<file path="src/rtl/timer_cmp_64.sv">
// timer_cmp_64: 64-bit compare timer with one-shot/periodic reload, W1C status
// and a split snapshot of the free-running count for atomic 64-bit reads.
module timer_cmp_64 (
  input  logic        clk,
  input  logic        reset,
  input  logic [63:0] count,
  input  logic        wr_en,
  input  logic        rd_en,
  input  logic [2:0]  addr,
  input  logic [31:0] wdata,
  output logic [31:0] rdata,
  output logic        rd_valid,
  output logic        irq
);
  typedef enum logic [1:0] {IDLE, ARMED, DONE} state_t;
  state_t state, state_nx;
  logic [63:0] cmp, period;
  logic [64:0] sum;
  logic [31:0] snap_hi, rd_mux;
  logic enable, periodic, pending, ovf;
  logic cmp_wr, arm_wr, clr_pend, clr_ovf, hit, reload, wrap;

  assign sum      = {1'b0, cmp} + {1'b0, period};
  assign cmp_wr   = wr_en && addr[2:1] == 2'b00;
  assign arm_wr   = cmp_wr || (wr_en && addr == 3'd2 && wdata[0]);
  assign clr_pend = wr_en && addr == 3'd3 && wdata[0];
  assign clr_ovf  = wr_en && addr == 3'd3 && wdata[1];
  assign irq      = pending && enable;

  always_ff @(posedge clk or posedge reset)
    if (reset) state <= IDLE;
    else state <= state_nx;

  // A CMP write in the match cycle overrides both the reload and the move to DONE.
  always_comb
    state_nx = !enable ? IDLE :
               state == IDLE ? ARMED :
               state == ARMED ? ((hit && !cmp_wr && (!reload || wrap)) ? DONE : ARMED) :
               arm_wr ? ARMED : DONE;

  always_comb begin
    hit    = state == ARMED && count >= cmp;
    reload = hit && !cmp_wr && periodic && |period;
    wrap   = reload && sum[64];
  end

  always_comb begin
    rd_mux = '0;
    case (addr)
      3'd0: rd_mux = cmp[31:0];
      3'd1: rd_mux = cmp[63:32];
      3'd2: rd_mux = {30'd0, periodic, enable};
      3'd3: rd_mux = {30'd0, ovf, pending};
      3'd4: rd_mux = count[31:0];
      3'd5: rd_mux = snap_hi;
      3'd6: rd_mux = period[31:0];
      3'd7: rd_mux = period[63:32];
      default: rd_mux = '0;
    endcase
  end

  always_ff @(posedge clk or posedge reset)
    if (reset) begin
      cmp      <= '0;
      period   <= '0;
      enable   <= 1'b0;
      periodic <= 1'b0;
      pending  <= 1'b0;
      ovf      <= 1'b0;
      snap_hi  <= '0;
      rdata    <= '0;
      rd_valid <= 1'b0;
    end else begin
      if (wr_en && addr == 3'd0) cmp[31:0] <= wdata;
      else if (wr_en && addr == 3'd1) cmp[63:32] <= wdata;
      else if (reload) cmp <= sum[63:0];
      if (wr_en && addr == 3'd2) {periodic, enable} <= wdata[1:0];
      if (wr_en && addr == 3'd6) period[31:0] <= wdata;
      if (wr_en && addr == 3'd7) period[63:32] <= wdata;
      pending  <= hit || (pending && !clr_pend);
      ovf      <= wrap || (ovf && !clr_ovf);
      rd_valid <= rd_en;
      if (rd_en) rdata <= rd_mux;
      if (rd_en && addr == 3'd4) snap_hi <= count[63:32];
    end
endmodule
</file>
<file path="config.mk">
export PLATFORM = sky130hd
export DESIGN_NAME = timer_cmp_64
export DESIGN_NICKNAME = d
export VERILOG_FILES = /design/src/rtl/timer_cmp_64.sv
export SDC_FILE = /design/constraint.sdc
export NUM_CORES = 1
export LEC_CHECK = 0
export CAP_MARGIN = 20
export CORE_AREA = 2 2 167 169
export DETAILED_ROUTE_END_ITERATION = 7
export DIE_AREA = 0 0 169 171
export GPL_ROUTABILITY_DRIVEN = 0
export PLACE_DENSITY = 0.87
export SLEW_MARGIN = 40
export SYNTH_ARGS = -nofsm -noshare
export SYNTH_HDL_FRONTEND = slang
export SYNTH_SLANG_ARGS = --single-unit
</file>
<file path="constraint.sdc">
create_clock -name clk -period 8.31 [get_ports clk]
set_clock_uncertainty 0.15 [all_clocks]
set_input_delay 1.662 -clock clk [delete_from_list [all_inputs] [get_ports clk]]
set_output_delay 1.662 -clock clk [all_outputs]
set_load 0.01 [all_outputs]
</file>
---- Yosys cells after proc, flatten, opt, wreduce, memory -nomap -nowiden ----
Index checks and enable logic that the tools add are counted.
word-level totals
  register bits after elaboration ......... 199
  input bits .............................. 103
  logic and storage cells ................. 70
cells by class
  bitwise logic cells ..................... 1
  eq/ne operators ......................... 9
  muxes and demuxes ....................... 10
  add/subtract/negate cells ............... 1
  reductions and logical operators ........ 36
  order comparisons ....................... 1
operators by type and width
  kind                                            count
  one-hot mux 32 bit (8 select lines)             1
  2-to-1 mux 32 bit                               3
  adder 64 x 64 -> 65 bit                         1
  >= comparator 64 bit                            1
  2-to-1 mux 64 bit                               1
  OR reduction 64 bit                             1
  logical AND 1 bit                               20
  == test 3 bit (second input constant)           4
  2-to-1 mux 2 bit                                5
  == test 3 x 2 -> 1 bit (second input constant)  2
  zero test 1 bit                                 4
  zero test 2 bit                                 2
  logical OR 1 bit                                4
  AND reduction 2 bit                             2
  nonzero test 2 bit                              2
  == test 3 x 1 -> 1 bit (second input constant)  1
  zero test 3 bit                                 1
  == test 2 x 1 -> 1 bit (second input constant)  1
  inequality test 2 bit (second input constant)   1
  inverter 1 bit                                  1

---- Depth between registers and ports, before layout ----
Gate-level depths: netlist of run 1.
  depth after elaboration ................. 13
  gate-level depth with buffers ........... 13
  depth with buffers taken out ............ 13

---- Least setup slack after synthesis of run 1 ----
No wires, ideal clock.
  path type ............................... input to register
  start ................................... input count[0]
  end ..................................... register cmp[58]
  setup slack ............................. 4.090 ns
  path buffers ............................ 0
  setup time .............................. 0.126 ns
  stages on the path ...................... 12
  data arrival time ....................... 3.944 ns
  data required time ...................... 8.034 ns
  path through ............................ inv_1 > ha_1 > nand2b_1 > a2111oi_2 > o21ai_1 > and3_1 > o311ai_2 > a2111oi_2 > nor2_2 > a21oi_1 > a221o_1 > a311o_1
between the ends
  word-level cells in the longest chain between the ends .. 7
ends and longest elaborated chain
  what                            line  source
  from (decl)                     6     input logic [63:0] count,
  >= comparator 64 bit            42    hit = state == ARMED && count >= cmp;
  logical AND 1 bit               42
  logical AND 1 bit (3 in a row)  43    reload = hit && !cmp_wr && periodic && |period;
  nonzero test 2 bit (no line)    --
  AND reduction 2 bit (no line)   --
  to (signal assigned)            75    else if (wr_en && addr == 3'd1) cmp[63:32] <= wdata;
  to (signal assigned)            76    else if (reload) cmp <= sum[63:0];
  to (decl)                       17    logic [63:0] cmp, period;
Every way passes these cells.
A chain may end at the register's enable or synchronous reset.

---- Final worst setup path of run 1 ----
Ends and elaborated chain as after synthesis.

==> results of run 1 <==
## power by group
group	total, mW	switching (mW)	internal, mW	leakage, nW
Sequential	1.60	0.347	1.25	2.41
Clock	0.831	0.422	0.408	0.285
Combinational	3.09	1.77	1.31	4.70
## path summary, 6_finish.rpt
kind / to / depth (start not counted) / startpoint
worst max-delay path: cmp[58] / 14 / count[0]
worst min-delay path: snap_hi[27] / 1 / snap_hi[27]
worst max register to register: state[0] / 12 / period[0]
worst min register to register: snap_hi[27] / 1 / snap_hi[27]
max in group asynchronous: rdata[21] / 3 / reset
min in group asynchronous: rdata[7] / 2 / reset
## metal layers
metal	wire length [um]	vias up
met5	0	-
met4	1900	0
met3	4040	182
met2	20800	794
met1	17700	6520
li1	-	5984
## placed cells by master, fill, tap and decap left out, types with 5 or more instances in the layout
cell type	count
a211oi_1	7
a21o_1	69
a21oi_1	152
a221o_1	6
a221oi_1	5
a22oi_1	60
a31oi_1	15
and2_1	6
and3_1	5
buf_4	15
clkbuf_16	17
clkdlybuf4s50_1	133
dfrtp_1	199
ha_1	128
inv_1	85
inv_8	5
mux2_2	96
mux4_2	34
nand2_1	127
nand2b_1	7
nand3_1	22
nand4_1	36
nor2_1	106
nor2b_1	7
nor3_1	21
nor4_1	17
o211ai_1	5
o21a_1	10
o21ai_0	80
o21ai_1	32
o21bai_1	13
o31ai_1	7
xnor2_1	35
xor2_1	21
## sequential cells by signal, indices dropped and copies added, names as in the netlist
register,count
cmp,64
period,64
rdata,32
snap_hi,32
state,2
enable,1
ovf,1
pending,1
periodic,1
rd_valid,1
## logic make-up (layout without fill, tap and decap cells)
| kind of cell | count (synthesis) | in the layout |
|---|---|---|
| compound gates | 501 | 501 |
| xor+xnor | 56 | 56 |
| fa+ha+maj | 129 | 129 |
| buf+inv | 177 | 270 |
| flops | 199 | 199 |
| mux | 132 | 132 |
| simple gates | 376 | 376 |
## worst max-delay path, stage by stage
cell and delay (ns):
clkdlybuf4s50_1 0.50, inv_1 0.05, ha_1 0.27, nand2b_1 0.15, a2111oi_2 0.45, o21ai_1 0.24
and3_1 0.25, o311ai_2 0.47, a2111oi_2 0.18, or2_1 0.28, nor2_2 0.66, buf_4 0.37
a221o_1 0.19, a311o_1 0.12
## cell type report
cell class	count	area share [%]
Tap cell	346	2.58
Timing Repair Buffer	152	8.80
Inverter	86	2.00
Clock inverter	13	0.776
Multi-Input combinational cell	1194	53.5
Clock buffer	19	2.64
Sequential cell	199	29.7
==> flow_summary.ini, run 1 <==
[timing]
fin_setup_tns_ns = 0
setup_violations = 0
whs_ns = 0.360
hold_viol = 0
period_share_pct = 67.1
setup_ws_ns = 2.73
worst_pin_slew_ns = 0.826
finalMaxSlewViolations = 0
fmax_mhz = 179
max_slew_margin_pct = 44.9
min_period_ns = 5.58
rsz0062_at_grt = false

[layout]
area_delta_synth_final_pct = 14.8
seq_area_sq_um = 4980
final_cells = 2009
final_layout_size_suffix_gt1_share_pct = 12.1
final_area_sq_um = 16800
fill_cells = 2144
post-route-util_pct = 61.4
antenna_cells = 0
nets = 1882
multi_input_area_sq_um = 8980

[global_route]
grt_pass1_wl_mm = 71.0
grt_max_degree = 126
grt.met2_usage_pct = 51.4
first_global_vias = 13300
grt_use_total_pct = 31.2
gr-usage-met3_pct = 6.20
overflow = 0
antenna_found_initial = 0
met1_usage_pct = 40.2
grt_busiest_layer = met2

[worst_setup_path]
critPathMaxFanout = 18
ff2ff_setup_slack_ns = 3.90
cp.required_ns = 8.56
arrival_ns = 5.83
cp-start-kind = primary input
critical_path_class = primary input to flop
end_kind = flop

[synthesis]
synth_top_cell_by_area = dfrtp_1
synth_common_cells = dfrtp_1, a21oi_1, ha_1
syn_inst = 1570
synthFlopType = dfrtp_1
avgSynthCellArea_sq_um = 9.31
ys_ff_latch = 199
synth_edf_count = 0
async_reset_ff_share_pct = 100
synth_compound_area_share_pct = 22.0
synth_top_family_by_area = compound AO/OA/AOI/OAI gates
synth_area_leaders = dfrtp_1, ha_1, mux2_2
yosysTopAreaCellShare_pct = 34.1
yosysMostFrequentCell = dfrtp_1
synth_nets = 1802
ys_seq_area_share_pct = 34.1
synth_cell_types = 78
synth-xor-area-share_pct = 3.36
synthAdderAreaFrac_pct = 11.1
synthSimpleGateAreaFrac_pct = 12.0
synthMuxAreaShare_pct = 12.8
synth-warning-count = 0
syn_area_sq_um = 14600

[clock_network]
clkSinkCount = 199
clockRootBuffer = clkbuf_16
path_clk_slew_ns = 0.09
clk_path_buf_depth = 2
cts_setup_buffers = 0
clk_latency_ns = 0.46
cts_tree = built
cts_hold_buffers = 0
cts_made_buffers = 17
postCtsResizedCells = 0
h-tree-depth = 4

[power]
report.power.total_mw = 5.52
ir_worst_vdd_mv = 0.188
p_leak_nw = 7.40
powerDensity_nw_per_um2 = 329

[detailed_routing]
wl_per_cell_um = 22.1
via_per_inst = 6.71
first_iter_violations = 1634
vias = 13500
routed_wl_mm = 44.5
antenna_left = 0
drc = 0
first_pass_iters = 6

[place]
post-place-ws_ns = 2.40
post_dp_cell_area_sq_um = 16200
dp_hpwl_mm = 33.0
io_buffers = 136
placed_cells = 1977

[hold_path]
hold_path.class = flop to flop

[floorplanning]
initial_core_util_pct = 53.5
fp.dieW_um = 169
io-pin-count = 137
die_h_um = 171
row_count = 61
dieArea_sq_um = 28900
core-area_sq_um = 27300

[flow_run]
drv_cap = 0

[status]
outcome = completed
Note: power is estimated with default switching activity, not from simulation.
==> run 2: changes to the inputs <==
==> constraint.sdc (replaced) <==
create_clock -name clk -period 5.7 [get_ports clk]
set_clock_uncertainty 0.15 [all_clocks]
set_input_delay 1.14 -clock clk [delete_from_list [all_inputs] [get_ports clk]]
set_output_delay 1.14 -clock clk [all_outputs]
set_load 0.01 [all_outputs]
==> run 2 against run 1 <==
Net effect: sequential share of layout area barely moved; sequential power grew 46%; critical path type unchanged; largest power group unchanged; critical endpoint is now cmp[39]; wire length rose by 1.8%; design area down 0.13%; die area unchanged; highest routed layer unchanged; final cell count about the same; non-clock buffer count grew 2.
==> flow_summary.ini, run 2 (synthesis gave the netlist of run 1 again) <==
[timing]
worst_pin_slew_ns = 0.836
period_share_pct = 85.5
max_slew_margin_pct = 43.9
fin_setup_tns_ns = 0
hold_viol = 0
fmax_mhz = 205
rsz0062_at_grt = false
finalMaxSlewViolations = 0
min_period_ns = 4.87
setup_violations = 0

[floorplanning]
core-area_sq_um = 27300
fp.dieW_um = 169
initial_core_util_pct = 53.5
die_h_um = 171
row_count = 61
io-pin-count = 137
dieArea_sq_um = 28900

[worst_setup_path]
r2r_cells = 12
cp.required_ns = 5.92
arrival_ns = 5.10
reg2reg_from = period[0]
cp-start-kind = primary input
critPathMaxFanout = 19
ff2ff_setup_slack_ns = 1.25
r2r_end = state[0]
end_kind = flop
critical_path_class = primary input to flop

[clock_network]
cts_tree = built
cts_setup_buffers = 0
clk_latency_ns = 0.46
clockRootBuffer = clkbuf_16
cts_hold_buffers = 0
cts_made_buffers = 17
h-tree-depth = 4
postCtsResizedCells = 0
path_clk_slew_ns = 0.08
clk_path_buf_depth = 2
clkSinkCount = 199

[layout]
final_cells = 2010
final_cell_mix = dfrtp_1, a21oi_1, clkdlybuf4s50_1
final_common_cell = dfrtp_1
final_area_sq_um = 16800
final_layout_size_suffix_gt1_share_pct = 12.1
area_delta_synth_final_pct = 14.6
reg_top3 = cmp x64, period x64
nets = 1884

[detailed_routing]
routed_wl_mm = 45.3
wl_per_cell_um = 22.5
first_iter_violations = 1680
antenna_left = 0
drc = 0
first_pass_iters = 6
via_per_inst = 6.73
vias = 13500

[power]
ir_worst_vdd_mv = 0.213
p_leak_nw = 7.38
powerDensity_nw_per_um2 = 480

[global_route]
grt_use_total_pct = 31.7
grt_max_degree = 96
first_global_vias = 13100
antenna_found_initial = 1
overflow = 0
grt_pass1_wl_mm = 71.3

[flow_run]
drv_cap = 0

[hold_path]
hold_path.class = flop to flop
hold_start = ovf
holdPathEnd = ovf
whs_path_depth = 1

[place]
dp_hpwl_mm = 33.7
placed_cells = 1979
post_dp_cell_area_sq_um = 16200
io_buffers = 136

[status]
outcome = completed
==> run 2: cell type report <==
cell class | count | area (sq um)
inverter | 86 | 327
antenna | 1 | 2.50
clock buffer | 18 | 429
timing repair buffer | 154 | 1500
sequential | 199 | 4980
multi-input combinational | 1194 | 8980
clock inverter | 12 | 113
tap | 346 | 433
fill | 2162 | 10600
==> run 2: how the worst max path moves through the flow <==
stage          startpoint      end  slack [ns]  cells after the start
6_report         count[0]  cmp[39]        0.83                     14
5_1_grt          count[0]  cmp[14]        0.70                     14
4_1_cts          count[0]  cmp[39]        0.98                     14
3_5_place_dp     count[0]  cmp[38]        0.58                     14
3_3_place_gp     count[0]  cmp[17]        0.64                     14
2_1_floorplan       reset   cmp[0]        1.84                      1
==> run 2: stage by stage <==
| step | total power [mW] | utilization [%] | setup WS, ns | hold WS, ns |
|---|---|---|---|---|
| after global routing | 8.54 | 61.3 | 0.699 | 0.359 |
| after detailed placement | 6.67 | 59.3 | 0.579 | 0.336 |
| after CTS | 7.90 | 61.3 | 0.983 | 0.352 |
| after global placement | 6.50 | 59.3 | 0.645 | 0.326 |
| final | 8.04 | 61.3 | 0.829 | 0.356 |
| after floorplan | 5.42 | - | 1.84 | 0.311 |
==> run 2: where the power goes <==
| group | total [mW] | internal [mW] | switching, mW |
|---|---|---|---|
| clock | 1.18 | 0.573 | 0.609 |
| combinational | 4.51 | 1.91 | 2.60 |
| sequential | 2.34 | 1.83 | 0.513 |
==> run 2: worst max-delay path, cell delays in order <==
cell             delay (ns)
clkdlybuf4s50_1        0.50
inv_1                  0.05
ha_1                   0.27
nand2b_1               0.15
a2111oi_2              0.46
o21ai_1                0.16
and3_1                 0.24
o311ai_2               0.34
a2111oi_2              0.17
or2_1                  0.29
nor2_2                 0.64
buf_4                  0.42
a22oi_1                0.13
o21ai_1                0.11
==> run 2: per-layer routing <==
metal | wire, um | share of wire (%) | GRT usage (%)
met1 | 17500 | 39 | 39.9
met2 | 20600 | 45 | 50.8
met3 | 4610 | 10 | 7.66
met4 | 2580 | 5.7 | 16.8
met5 | 0 | 0 | 0
